## src/rtl/neopix_rx.sv

```systemverilog
// neopix_rx: WS2812 single-wire stream decoder.
// Measures high/low pulse widths on the synchronised DI line, recovers GRB
// bits MSB first, emits one 24-bit pixel per LED slot and a frame-end strobe.
// Optional statistics outputs (FRAME_PIXELS, FRAME_COUNT) are built only
// when the macro NEOPIX_RX_STATS_EN is defined.
module neopix_rx #(
  parameter int unsigned NUM_LEDS      = 256,
  parameter int unsigned BIT_THRESH    = 30,
  parameter int unsigned MAX_HIGH_CLKS = 75,
  parameter int unsigned RESET_CLKS    = 2500
) (
  input  logic                          CLK,
  input  logic                          RESET,
  input  logic                          DI,
  output logic [23:0]                   PIX_DATA,
  output logic                          PIX_VALID,
  output logic [$clog2(NUM_LEDS)-1:0]   PIX_INDEX,
  output logic                          FRAME_END,
  output logic                          ERROR
`ifdef NEOPIX_RX_STATS_EN
  ,
  output logic [$clog2(NUM_LEDS+1)-1:0] FRAME_PIXELS,
  output logic [15:0]                   FRAME_COUNT
`endif
);

  localparam int unsigned IDX_W  = $clog2(NUM_LEDS);
  localparam int unsigned HCNT_W = $clog2(MAX_HIGH_CLKS + 2);
  localparam int unsigned LCNT_W = $clog2(RESET_CLKS + 1);

  localparam logic [HCNT_W-1:0] HIGH_MAX  = HCNT_W'(MAX_HIGH_CLKS);
  localparam logic [HCNT_W-1:0] HIGH_SAT  = HCNT_W'(MAX_HIGH_CLKS + 1);
  localparam logic [HCNT_W-1:0] BIT_MIN   = HCNT_W'(BIT_THRESH);
  localparam logic [LCNT_W-1:0] LOW_SAT   = LCNT_W'(RESET_CLKS);
  localparam logic [IDX_W-1:0]  LAST_SLOT = IDX_W'(NUM_LEDS - 1);

  localparam logic [1:0] ST_SYNC = 2'd0;
  localparam logic [1:0] ST_IDLE = 2'd1;
  localparam logic [1:0] ST_HIGH = 2'd2;
  localparam logic [1:0] ST_LOW  = 2'd3;

  logic              sync1;
  logic              ds;
  logic              ds_prev;
  logic              rise;
  logic              fall;
  logic [1:0]        state;
  logic [HCNT_W-1:0] high_cnt;
  logic [HCNT_W-1:0] high_inc;
  logic [LCNT_W-1:0] low_cnt;
  logic [LCNT_W-1:0] low_inc;
  logic [4:0]        bit_cnt;
  logic [22:0]       shift_reg;
  logic [23:0]       shift_next;
  logic              bit_val;
  logic              too_long;
  logic              last_bit;
  logic              slots_full;
  logic              frame_start;
  logic              frame_done;
  logic              emit;

  // Two-flop synchroniser for DI plus one delayed copy for edge detection.
  always_ff @(posedge CLK) begin
    if (RESET) begin
      sync1   <= 1'b0;
      ds      <= 1'b0;
      ds_prev <= 1'b0;
    end else begin
      sync1   <= DI;
      ds      <= sync1;
      ds_prev <= ds;
    end
  end

  // Edge detection, saturating counter increments and decode decisions.
  always_comb begin
    rise        = ds & ~ds_prev;
    fall        = ~ds & ds_prev;
    high_inc    = (high_cnt == HIGH_SAT) ? high_cnt : high_cnt + HCNT_W'(1);
    low_inc     = (low_cnt == LOW_SAT) ? low_cnt : low_cnt + LCNT_W'(1);
    bit_val     = (high_cnt >= BIT_MIN);
    shift_next  = {shift_reg, bit_val};
    too_long    = (high_cnt > HIGH_MAX);
    last_bit    = (bit_cnt == 5'd23);
    frame_start = (state == ST_IDLE) && rise;
    frame_done  = (state == ST_LOW) && !rise && (low_inc == LOW_SAT);
    // the malformed-pulse check outranks a falling edge in the same cycle
    emit        = (state == ST_HIGH) && !too_long && fall && last_bit && !slots_full;
  end

  // Decoder state machine: pulse measurement, bit assembly, pixel/frame strobes.
  always_ff @(posedge CLK) begin
    if (RESET) begin
      state      <= ST_SYNC;
      high_cnt   <= '0;
      low_cnt    <= '0;
      bit_cnt    <= '0;
      shift_reg  <= '0;
      slots_full <= 1'b0;
      PIX_DATA   <= '0;
      PIX_VALID  <= 1'b0;
      PIX_INDEX  <= '0;
      FRAME_END  <= 1'b0;
      ERROR      <= 1'b0;
    end else begin
      PIX_VALID <= emit;
      FRAME_END <= frame_done;
      // index advances the cycle after each strobe but holds on the last slot
      if (PIX_VALID && (PIX_INDEX != LAST_SLOT)) begin
        PIX_INDEX <= PIX_INDEX + IDX_W'(1);
      end
      case (state)
        ST_SYNC: begin
          if (ds) begin
            low_cnt <= '0;
          end else if (low_inc == LOW_SAT) begin
            low_cnt <= '0;
            state   <= ST_IDLE;
          end else begin
            low_cnt <= low_inc;
          end
        end
        ST_IDLE: begin
          if (frame_start) begin
            state      <= ST_HIGH;
            high_cnt   <= HCNT_W'(1);
            bit_cnt    <= '0;
            PIX_INDEX  <= '0;
            slots_full <= 1'b0;
          end
        end
        ST_HIGH: begin
          if (too_long) begin
            ERROR   <= 1'b1;
            low_cnt <= '0;
            state   <= ST_SYNC;
          end else if (fall) begin
            shift_reg <= shift_next[22:0];
            low_cnt   <= LCNT_W'(1);
            state     <= ST_LOW;
            if (last_bit) begin
              bit_cnt <= '0;
              if (slots_full) begin
                ERROR <= 1'b1;
              end else begin
                PIX_DATA <= shift_next;
                if (PIX_INDEX == LAST_SLOT) begin
                  slots_full <= 1'b1;
                end
              end
            end else begin
              bit_cnt <= bit_cnt + 5'd1;
            end
          end else begin
            high_cnt <= high_inc;
          end
        end
        ST_LOW: begin
          if (rise) begin
            high_cnt <= HCNT_W'(1);
            state    <= ST_HIGH;
          end else if (frame_done) begin
            if (bit_cnt != 5'd0) begin
              ERROR <= 1'b1;
            end
            low_cnt <= '0;
            state   <= ST_IDLE;
          end else begin
            low_cnt <= low_inc;
          end
        end
        default: state <= ST_SYNC;
      endcase
    end
  end

`ifdef NEOPIX_RX_STATS_EN
  logic [$clog2(NUM_LEDS+1)-1:0] pix_count;

  // Per-frame pixel tally and wrapping frame counter, latched at frame end.
  always_ff @(posedge CLK) begin
    if (RESET) begin
      pix_count    <= '0;
      FRAME_PIXELS <= '0;
      FRAME_COUNT  <= '0;
    end else begin
      if (frame_start) begin
        pix_count <= '0;
      end else if (emit) begin
        pix_count <= pix_count + 1'b1;
      end
      if (frame_done) begin
        FRAME_PIXELS <= pix_count;
        FRAME_COUNT  <= FRAME_COUNT + 16'd1;
      end
    end
  end
`else
  // statistics outputs and their counters are not built in this configuration
`endif

endmodule
```

## config.mk

```make
export PLATFORM = sky130hd
export DESIGN_NAME = neopix_rx
export DESIGN_NICKNAME = d
export VERILOG_FILES = /design/src/rtl/neopix_rx.sv
export SDC_FILE = /design/constraint.sdc
export NUM_CORES = 1
export LEC_CHECK = 0
export ABC_CLOCK_PERIOD_IN_PS = 3400
export CAP_MARGIN = 15
export CORE_ASPECT_RATIO = 1.25
export CORE_MARGIN = 2
export CORE_UTILIZATION = 28
export CTS_BUF_LIST = sky130_fd_sc_hd__clkbuf_4 sky130_fd_sc_hd__clkbuf_8
export DETAILED_ROUTE_END_ITERATION = 8
export PLACE_DENSITY = 0.56
export SETUP_SLACK_MARGIN = 0.5
export SYNTH_ARGS = -nofsm -noshare
export SYNTH_HDL_FRONTEND = slang
export SYNTH_SLANG_ARGS = --single-unit
```

## constraint.sdc

```tcl
create_clock -name CLK -period 3.4 [get_ports CLK]
set_clock_uncertainty 0.1 [all_clocks]
set_input_delay 0.51 -clock CLK [delete_from_list [all_inputs] [get_ports CLK]]
set_output_delay 0.51 -clock CLK [all_outputs]
set_load 0.03 [all_outputs]
```

Word-level counts from Yosys, hierarchy flattened
Index checks and enable logic that the tools add are counted.
{"block": "totals", "regBits": 88, "latchBits": 0, "ramBits": 0, "mem_bits_ro": 0, "n_memories": 0}
{"block": "classes", "n_addsub": 4, "n_mul": 0, "div_mod_pow": 0, "n_lt_le_gt_ge": 2, "eq_ne": 25, "shifts": 0, "muxes": 45, "bitwise": 6, "reduce_logical": 25}
{"op": "12-bit two-way mux", "count": 7}
{"op": "12-bit case mux with 3 select lines", "count": 1}
{"op": "7-bit two-way mux", "count": 5}
{"op": "12-bit equality test, second input constant", "count": 2}
{"op": "8-bit two-way mux", "count": 3}
{"op": "2-bit != test, second input constant", "count": 11}
{"op": "7-bit case mux with 3 select lines", "count": 1}
{"op": "5-bit two-way mux", "count": 4}
{"op": "5-bit AND reduction", "count": 3}
{"op": "2-bit two-way mux", "count": 7}
{"op": "1-bit two-way mux", "count": 13}
{"op": "12-bit by 1-bit adder with 12-bit output, second input constant", "count": 1}
{"op": "3-bit != test, second input constant", "count": 4}
{"op": "5-bit case mux with 2 select lines", "count": 1}
{"op": "8-bit by 1-bit adder with 8-bit output, second input constant", "count": 1}
{"op": "8-bit equality test, second input constant", "count": 1}
{"op": "1-bit logical AND", "count": 8}
{"op": "8-bit != test, second input constant", "count": 1}
{"op": "2-bit case mux with 4 select lines", "count": 1}
{"op": "7-bit by 1-bit adder with 7-bit output, second input constant", "count": 1}
{"op": "7-bit equality test, second input constant", "count": 1}
{"op": "7-bit by 5-bit greater-or-equal comparator with 1-bit output, second input constant", "count": 1}
{"op": "7-bit > comparator, second input constant", "count": 1}
{"op": "7-bit AND reduction", "count": 1}
{"op": "16 further kinds", "count": 27}

Longest topological paths before layout
Gate-level depths: netlist of run 1.
{"block": "logic_depth", "depth_word": 8, "depth_mapped": 10, "ltp_nobuf": 9}

Worst setup path after synthesis of run 1
Ideal clock, no wire load.
{"block": "synth_timing", "kind": "register -> register", "start": "register high_cnt[1]", "end": "register PIX_DATA[10]", "arrival_ns": 2.408, "required_ns": 3.172, "path_slack_ns": 0.764, "stages_incl_launch_ff": 11, "n_path_buf": 2, "cell_sequence": "dfxtp_1 -> ha_1 -> and3b_1 -> o21a_1 -> o31ai_1 -> nand2_1 -> or3_1 -> buf_2 -> buf_2 -> mux2i_1 -> nor2_1"}
{"block": "synth_via", "elab_chain_len": 3}
{"item": "from (decl)", "line": "48", "source": "logic [HCNT_W-1:0] high_cnt;"}
{"item": "from (signal assigned)", "line": "156", "source": "high_cnt <= high_inc;"}
{"item": "7-bit > comparator", "line": "84", "source": "too_long = (high_cnt > HIGH_MAX);"}
{"item": "1-bit NOT (no line)"}
{"item": "5-bit AND reduction (no line)"}
{"item": "to (signal assigned)", "line": "147", "source": "PIX_DATA <= shift_next;"}
{"item": "to (decl)", "line": "15", "source": "output logic [23:0] PIX_DATA,"}
No other way between the ends.
A chain may end at the register's enable or synchronous reset.

Worst setup path in the final report of run 1
{"block": "layout_timing", "start": "register low_cnt[4]", "end": "register low_cnt[1]"}
{"block": "layout_via", "elab_chain_len": 7, "word_cells_on_any_way": 10}
{"item": "from (decl)", "line": "50", "source": "logic [LCNT_W-1:0] low_cnt;"}
{"item": "from (signal assigned)", "line": "121", "source": "low_cnt <= low_inc;"}
{"item": "from (signal assigned)", "line": "170", "source": "low_cnt <= low_inc;"}
{"item": "12-bit by 1-bit adder with 12-bit output or 12-bit equality test (tied branches)", "line": "81", "source": "low_inc = (low_cnt == LOW_SAT) ? low_cnt : low_cnt + LCNT_W'(1);"}
{"item": "12-bit two-way mux *", "line": "81"}
{"item": "12-bit equality test", "line": "87, 117"}
{"item": "1-bit logical AND", "line": "87", "source": "frame_done = (state == ST_LOW) && !rise && (low_inc == LOW_SAT);"}
{"item": "12-bit two-way mux", "line": "163", "source": "end else if (frame_done) begin"}
{"item": "12-bit two-way mux", "line": "160", "source": "if (rise) begin"}
{"item": "12-bit case mux with 3 select lines *", "line": "113", "source": "case (state)"}
Mark *: on every way between the ends. The rest lies on a longest branch, timed or not. The select of a mux whose other input is x is not followed.

==> summary.md, run 1 <==
| Metric | Value |
|---|---|
| First-pass GRT wire length | 15000 um |
| Worst EP arrival | 2870 ps |
| Hold Path Class | flop to flop |
| I/O Pins | 38 |
| Max-cap viol count | 0 |
| Count of cell types in the netlist | 57 |
| Net Sw Frac | 0.253 |
| Routed len/inst | 12.4 um |
| Slew Limit Fails | 0 |
| Routed Antenna Nets | 0 |
| CTS root buffer | clkbuf_8 |
| Post-Syn Area per Cell | 8.26 um2 |
| Peak VDD IR | 0.000173 V |
| Sequential share of power | 0.587 |
| Die W | 111 um |
| Largest fanout on the critical path | 6 |
| RSZ-0062 raised after global routing | yes |
| NetSw | 0.450 mW |
| Asr flop ratio synth | 0 |
| Clock sinks | 88 |
| EDFF count, synth | 0 |
| Layout cell share with drive strength beyond 1 | 0.0788 |
| Tmin final | 2740 ps |
| Final hold viol count | 0 |
| CTS tree | yes |
| GRT Overall Usage | 0.117 |
| Worst skew pair latency | 370 ps |
| Die height | 138 um |
| Mapped Cells | 484 |
| Worst relative slew slack | 0.465 |
| Routed vias | 3406 |
| Syn-to-layout area delta | 19.2% |
| Slew @ Worst Pin | 801 ps |
| Crit start category | flop |
| Setup TNS | 0 ps |
| Initial antenna violation count | 0 |
| Die area | 0.0153 mm2 |
| Dpl hpwl | 6170 um |
| Filler Cell Count | 1448 |
| Worst Setup End Kind | flop |
| Most common flop cell mapped by yosys | dfxtp_1 |
| Share of the synthesized area in the top cell type | 0.441 |
| Cell with the most instances after synthesis | dfxtp_1 |
| Yosys reg bits | 88 |
| FP Rows | 48 |
| Final #Nets | 526 |
| DR iter-0 viols | 169 |
| Port bufs | 37 |
| PwrDens | 373 mW/mm2 |
| GRT overflow | 0 |
| Logic gate share of total power | 0.031 |
| Max reg flops | 24 |
| Worst EP required | 3530 ps |
| Fmax | 365 MHz |
| Post-Syn Area | 0.00400 mm2 |
| Setup Viol. Count Final | 0 |
| CP Class | flop to flop |
| Initial DRT Pass Iterations | 4 |
| Worst-path clk slew | 90 ps |
| Finished Cell Area | 0.00477 mm2 |
| Post-synth top area cell | dfxtp_1 |
| Post-Syn Nets | 495 |
| Vias in the first global route | 3185 |
| Int Power | 1.33 mW |
| P_leak | 1.79 nW |
| Most instantiated cells after synthesis | dfxtp_1, nand2_1, nor2_1 |
| Max Buffers Root-to-Sink | 2 |
| DRC | 0 |
| Clock buffer count from CTS | 9 |
| Via density | 4.90 |
| Crit share post-route | 0.805 |
| Placer Congestion | 0.834 |
| Synth Warn # | 0 |
| Clock power share | 0.382 |
| Ant. Diodes | 0 |
| WHS | 351 ps |
| Outcome | complete, no violations |
| H-tree level count | 3 |
| Core Region | 0.0139 mm2 |
| Largest net degree at the start of global routing | 50 |
| Leading post-synthesis cells by cell area | dfxtp_1, nand2_1, mux2i_1, nor2_1, a21oi_1 |
| Total Wirelength | 8650 um |
| Placed cell area | 0.00453 mm2 |
| Initial Util | 0.288 |
| Sequential element share of the synthesized area | 0.441 |
| Final core occ | 0.344 |
-- what timing repair did --
action | CTS | global route
setup endpoints to repair | 0 | 31
hold buffers | 0 | 0
gates resized for setup | 0 | 12
hold endpoints to repair | 0 | 0
setup buffers | 0 | 1
-- path summary, 6_finish.rpt --
path	from	to	slack (ps)	cells after the start
hold / removal	sync1$_SDFF_PP0_	ds$_SDFF_PP0_	350	1
hold reg to reg	sync1$_SDFF_PP0_	ds$_SDFF_PP0_	350	1
setup / recovery	low_cnt[4]$_SDFFE_PP0P_	low_cnt[1]$_SDFFE_PP0P_	660	7
setup reg to reg	low_cnt[4]$_SDFFE_PP0P_	low_cnt[1]$_SDFFE_PP0P_	660	7
-- area by class of cell --
cell class	instances	area, um2	area share
clock buffer	9	124	0.0260
inverter	19	71.3	0.0150
multi-input combinational	353	2110	0.442
sequential	88	1760	0.370
clock inverter	7	60.1	0.0126
timing repair buffer	44	422	0.0885
tap	175	219	0.0459
-- through the flow --
step | power (mW) | instances | worst slack (ps)
5_1_grt | 1.86 | 695 | 486
4_1_cts | 1.81 | 694 | 584
2_1_floorplan | 1.11 | 484 | 764
3_3_place_gp | 1.12 | 678 | 673
3_5_place_dp | 1.12 | 678 | 605
6_report | 1.78 | 695 | 663
-- worst max-delay path, cell delays in order, from the launching register on --
cell       delay (ps)
dfxtp_1           370
or3b_4            430
or4b_4            570
a2111oi_2         380
nand4_1           210
a32o_2            360
nand4_1           100
a31oi_1           100
-- layout by cell type, fill, tap and decap left out, types with 6 or more instances in the layout --
cell type and instances:
a21oi_1 39, a22o_1 6, a31oi_1 7, buf_4 6, clkbuf_8 9, clkdlybuf4s50_1 36
dfxtp_1 86, ha_1 7, inv_1 19, mux2i_1 25, nand2_1 72, nand3_1 11
nand4_1 6, nor2_1 59, nor2b_1 9, nor3_1 11, o21ai_0 18, or3_1 7
-- per-layer routing --
layer,global-route usage,vias up,wire [um]
li1,-,1751,-
met1,0.138,1600,3950
met5,0,-,0
met4,0.0403,0,144
met3,0.0282,12,265
met2,0.211,43,4290
-- logic make-up (layout without fill, tap and decap cells) --
| family | count (synthesis) | in the layout | share of synthesized area |
|---|---|---|---|
| and+or+nand+nor | 206 | 206 | 0.245 |
| AOI/OAI and AO/OA | 109 | 109 | 0.175 |
| DFF | 88 | 88 | 0.441 |
| buffers and inverters | 43 | 79 | 0.0416 |
| muxes | 25 | 25 | 0.0626 |
| adders and majority gates | 8 | 8 | 0.0250 |
| xor gates and xnor gates | 5 | 5 | 0.0110 |
-- power groups by stage --
| stage | Combinational (mW) | Clock, mW | Sequential, mW |
|---|---|---|---|
| finish | 0.0551 | 0.681 | 1.04 |
| global route | 0.0620 | 0.751 | 1.05 |
| detailed placement | 0.0539 | 0 | 1.07 |
| global placement | 0.0533 | 0 | 1.07 |
| floorplan | 0.0465 | 0 | 1.06 |
| CTS | 0.0541 | 0.712 | 1.04 |
No activity file was read; power rests on OpenSTA's default activity.
==> inputs of run 2 (changes only) <==
- ABC_CLOCK_PERIOD_IN_PS: 3400 -> 2900
- clock period: 3.4 -> 2.9 ns (I/O delays scaled with it)
==> run 2 against run 1 <==
- cell area increased by 8.0%
- register-to-register slack worse by 330 ps
- global-route usage increased by 0.42 points
- sequential share of layout area down 2.3 points
- combinational power up 67%
- flip-flop and latch count unchanged
- non-clock buffer count rose by 23
- largest cell class unchanged
- utilization is 2.7 points higher
- clock power is 28% higher
- critical endpoint is now low_cnt[0]$_SDFFE_PP0P_
- die area stayed put
- sequential power up 17%
==> summary.md, run 2 (synthesis gave the netlist of run 1 again) <==
| Metric | Value |
|---|---|
| NetSw | 0.528 mW |
| Worst relative slew slack | 0.485 |
| Crit start category | flop |
| Int Power | 1.65 mW |
| Syn-to-layout area delta | 28.7% |
| Largest fanout on the critical path | 6 |
| Port bufs | 37 |
| Die W | 111 um |
| Tmin final | 2560 ps |
| CTS tree | yes |
| CP Class | flop to flop |
| Fmax | 390 MHz |
| Peak VDD IR | 0.000260 V |
| Sequential share of power | 0.559 |
| Worst Setup End Kind | flop |
| First-pass GRT wire length | 15500 um |
| Net Sw Frac | 0.242 |
| Dpl hpwl | 6080 um |
| Slowest-stage cell, CP | or4b_4 |
| Ant. Diodes | 0 |
| Die area | 0.0153 mm2 |
| Routed vias | 3527 |
| Max reg flops | 24 |
| Worst-path clk slew | 90 ps |
| Vias in the first global route | 3310 |
| Hold Path Class | input pin to flop |
| GRT overflow | 0 |
| FP Rows | 48 |
| Routed len/inst | 12.6 um |
| Initial antenna violation count | 0 |
| Total Wirelength | 9060 um |
| Routed Antenna Nets | 0 |
| Final hold viol count | 0 |
| Worst EP arrival | 2720 ps |
| Pwr Total | 2.18 mW |
| Slew Limit Fails | 0 |
| P_leak | 1.94 nW |
| Max-cap viol count | 0 |
| Slew @ Worst Pin | 770 ps |
| Crit path cell chain | inv_4 > ha_4 > nand4bb_1 > or4b_4 > a2111oi_4 > nand4_1 > a32o_2 > o21ai_1 > a311oi_1 |
| Clock buffer count from CTS | 9 |
| Initial Util | 0.288 |
| Core Region | 0.0139 mm2 |
| Setup Viol. Count Final | 0 |
| Worst skew pair latency | 370 ps |
| Cts hold-fix bufs | 0 |
| Clock sinks | 88 |
| DRC | 0 |
| Placer Congestion | 0.839 |
| Initial DRT Pass Iterations | 4 |
| H-tree level count | 3 |
| Via density | 4.91 |
| Layout cell share with drive strength beyond 1 | 0.157 |
| Crit share post-route | 0.884 |
| Clock power share | 0.399 |
| Worst EP required | 3060 ps |
| Max Buffers Root-to-Sink | 2 |
| Largest net degree at the start of global routing | 34 |
| DR iter-0 viols | 166 |
| Final #Nets | 549 |
| Commonest non-fill, non-tap cell in the layout | dfxtp_1 |
| Crit-path max cell delay | 620 ps |
| Commonest non-fill, non-tap cells in the layout | dfxtp_1, nand2_1, nor2_1 |
| Die height | 138 um |
| Logic gate share of total power | 0.042 |
| CTS root buffer | clkbuf_8 |
| Setup TNS | 0 ps |
| PwrDens | 424 mW/mm2 |
| I/O Pins | 38 |
| Outcome | complete, no violations |
| RSZ-0062 raised after global routing | yes |
| GRT Overall Usage | 0.122 |
## run 2: cell count changes in the layout (fill, tap and decap cells not counted), sizes merged
cell | previous run | this run
clkinvlp | 1 | 2
bufinv | 0 | 1
inv | 23 | 22
buf | 8 | 30
clkbuf | 9 | 10
clkinv | 2 | 1
## run 2: repair_timing
| item | in CTS | in global routing |
|---|---|---|
| setup endpoints to repair | 43 | 44 |
| resized for setup | 13 | 24 |
| cloned | 0 | 1 |
| pin swaps | 6 | 21 |
| endpoints found under the hold margin | 0 | 0 |
| setup buffers | 11 | 6 |
## run 2: stage by stage
step	worst slack, ps	util	hold WS (ps)	std cells	cell area (um2)
2_1_floorplan	412	-	314	484	4110
3_3_place_gp	300	0.337	340	684	4680
3_5_place_dp	226	0.337	335	684	4680
4_1_cts	342	0.360	232	711	5000
5_1_grt	202	0.371	311	718	5140
6_report	336	0.371	315	718	5140
## run 2: per-layer routing
layer	vias up	track usage	wire length [um]
li1	1806	-	-
met1	1661	0.149	4250
met2	52	0.206	4400
met3	8	0.0374	332
met5	-	0	0
met4	0	0.0375	78
## run 2: power by group through the flow
stage,clock (mW),sequential (mW),combinational (mW)
after CTS,0.912,1.22,0.0846
final,0.869,1.22,0.0922
after detailed placement,0,1.25,0.0743
after global placement,0,1.25,0.0733
after global routing,0.955,1.22,0.103
after floorplan,0,1.24,0.0665
## run 2: final timing paths
path,from,to,slack (ps),cells after the start
hold reg to reg,sync1$_SDFF_PP0_,ds$_SDFF_PP0_,350,1
hold / removal,RESET,low_cnt[0]$_SDFFE_PP0P_,320,2
setup / recovery,low_cnt[0]$_SDFFE_PP0P_,low_cnt[0]$_SDFFE_PP0P_,340,9
setup reg to reg,low_cnt[0]$_SDFFE_PP0P_,low_cnt[0]$_SDFFE_PP0P_,340,9
## run 2: area by class of cell
| class | count | area (um2) |
|---|---|---|
| clock buffers | 9 | 124 |
| flip-flops and latches | 88 | 1790 |
| repair buffers | 67 | 648 |
| fillers | 1428 | 8730 |
| inverters | 19 | 76.3 |
| clock inverters | 7 | 76.3 |
| multi-input cells | 353 | 2210 |
| well taps | 175 | 219 |
## run 2: critical path, delay by kind of cell (launching register included)
kind                       cells  cell delay, ps
buffers and inverters          1              60
adders and majority gates      1             100
AOI/OAI and AO/OA              4             820
and+or+nand+nor                3             980
DFF                            1             380
==> inputs of run 3 (changes only) <==
- CORE_ASPECT_RATIO: 1.25 -> 0.9
- CORE_UTILIZATION: 28 -> 38
- PLACE_DENSITY: 0.56 -> 0.68
==> run 3 against run 2 <==
- non-clock buffer count up 8
- total power down 0.70%
- die area fell by 26%
- cell area decreased by 0.41%
- count of clock-buffer cells in the layout stayed put
- utilization grew 13 points
- via count grew 4.0%
- combinational power is 12% higher
- cell count fell by 5.3%
- setup slack worse by 5.0 ps
- first-iteration DRC count is 73% higher
- routed wire length up 5.3%
==> summary.md, run 3 (synthesis gave the netlist of run 1 again) <==
| Metric | Value |
|---|---|
| Crit-path max cell delay | 540 ps |
| Slew Limit Fails | 0 |
| Worst relative slew slack | 0.477 |
| Worst skew pair latency | 370 ps |
| Commonest non-fill, non-tap cell in the layout | dfxtp_1 |
| Outcome | complete, no violations |
| Cts hold-fix bufs | 0 |
| GRT Overall Usage | 0.160 |
| Finished Cell Area | 0.00512 mm2 |
| Worst EP arrival | 2710 ps |
| Max reg flops | 24 |
| Setup Viol. Count Final | 0 |
| Placer Congestion | 0.899 |
| Crit start category | flop |
| Placed cell area | 0.00459 mm2 |
| Routed Antenna Nets | 0 |
| Setup WS post-layout | 331 ps |
| Via density | 5.40 |
| Clock buffer count from CTS | 9 |
| Commonest non-fill, non-tap cells in the layout | dfxtp_1, nand2_1, nor2_1 |
| I/O Pins | 38 |
| Vias in the first global route | 3279 |
| Worst-path clk slew | 90 ps |
| Port bufs | 37 |
| Largest fanout on the critical path | 6 |
| Final hold viol count | 0 |
| DRC | 0 |
| Initial Util | 0.390 |
| Routed vias | 3669 |
| Dpl hpwl | 6010 um |
| RSZ-0062 raised after global routing | yes |
| Initial DRT Pass Iterations | 5 |
| Worst EP required | 3040 ps |
| Fmax | 389 MHz |
| Max-cap viol count | 0 |
| Die area | 0.0114 mm2 |
| Largest net degree at the start of global routing | 39 |
| Slowest-stage cell, CP | or4b_4 |
| FP Rows | 35 |
| Syn-to-layout area delta | 28.1% |
| Total Wirelength | 9540 um |
| Die height | 101 um |
| Pwr Total | 2.16 mW |
| DR iter-0 viols | 287 |
| CP Class | flop to flop |
| H-tree level count | 3 |
| First-pass GRT wire length | 15200 um |
| Final #Nets | 557 |
| CTS tree | yes |
| Core Region | 0.0102 mm2 |
| Worst Setup End Kind | flop |
| Hold Path Class | flop to flop |
| Setup TNS | 0 ps |
| P_leak | 1.96 nW |
| Routed len/inst | 14.0 um |
| Max Buffers Root-to-Sink | 2 |
| Crit path cell chain | or3b_4 > or4b_4 > a2111oi_4 > nand4_1 > a32o_2 > o21ai_1 > a311oi_1 |
| Crit share post-route | 0.886 |
| Initial antenna violation count | 0 |
| Die W | 112 um |
| Ant. Diodes | 0 |
| Slew @ Worst Pin | 784 ps |
| Tmin final | 2570 ps |
| GRT overflow | 0 |
| Clock sinks | 88 |
| Layout cell share with drive strength beyond 1 | 0.178 |
| PwrDens | 422 mW/mm2 |
| Post-placement worst setup slack | 179 ps |
| CTS root buffer | clkbuf_8 |
| Peak VDD IR | 0.000211 V |
run 3: cell type report:
class / count / area (um2)
Fill cell: 962 / 5120
Inverter: 19 / 76.3
Multi-Input combinational cell: 353 / 2230
Timing Repair Buffer: 75 / 664
Sequential cell: 88 / 1790
Clock buffer: 9 / 124
Clock inverter: 7 / 70.1
Tap cell: 129 / 161
run 3: path summary, 6_finish.rpt:
kind	from	end	slack, ps	cells after the start
max	low_cnt[4]$_SDFFE_PP0P_	low_cnt[0]$_SDFFE_PP0P_	330	7
min	sync1$_SDFF_PP0_	ds$_SDFF_PP0_	350	1
max reg2reg	low_cnt[4]$_SDFFE_PP0P_	low_cnt[0]$_SDFFE_PP0P_	330	7
min reg2reg	sync1$_SDFF_PP0_	ds$_SDFF_PP0_	350	1
run 3: stage by stage:
stage	instances	hold slack, ps	utilization
finish	680	348	0.500
global route	680	362	0.500
CTS	667	354	0.484
detailed placement	637	331	0.448
global placement	637	320	0.448
floorplan	484	314	-
run 3: where the power goes:
part	internal, mW	leakage, nW	switching (mW)
registers	1.21	0.717	0.00757
logic	0.0410	1.14	0.0625
clock network	0.340	0.0977	0.505
run 3: routing by layer:
metal	GRT usage	vias to the layer above	routed length, um
li1	-	1822	-
met1	0.205	1707	4430
met2	0.271	113	4440
met3	0.0269	27	433
met4	0.0657	0	237
met5	0	-	0
run 3: worst max-delay path, delay by kind of cell (launching register included):
family | cells | cell delay, ps
flops | 1 | 350
compound gates | 4 | 840
simple gates | 3 | 1150
run 3: timing repair:
item	in CTS	in global routing
setup buffers	14	11
resized for setup	26	19
pin swaps	13	7
gates cloned	0	2
endpoints found under the setup margin	42	68
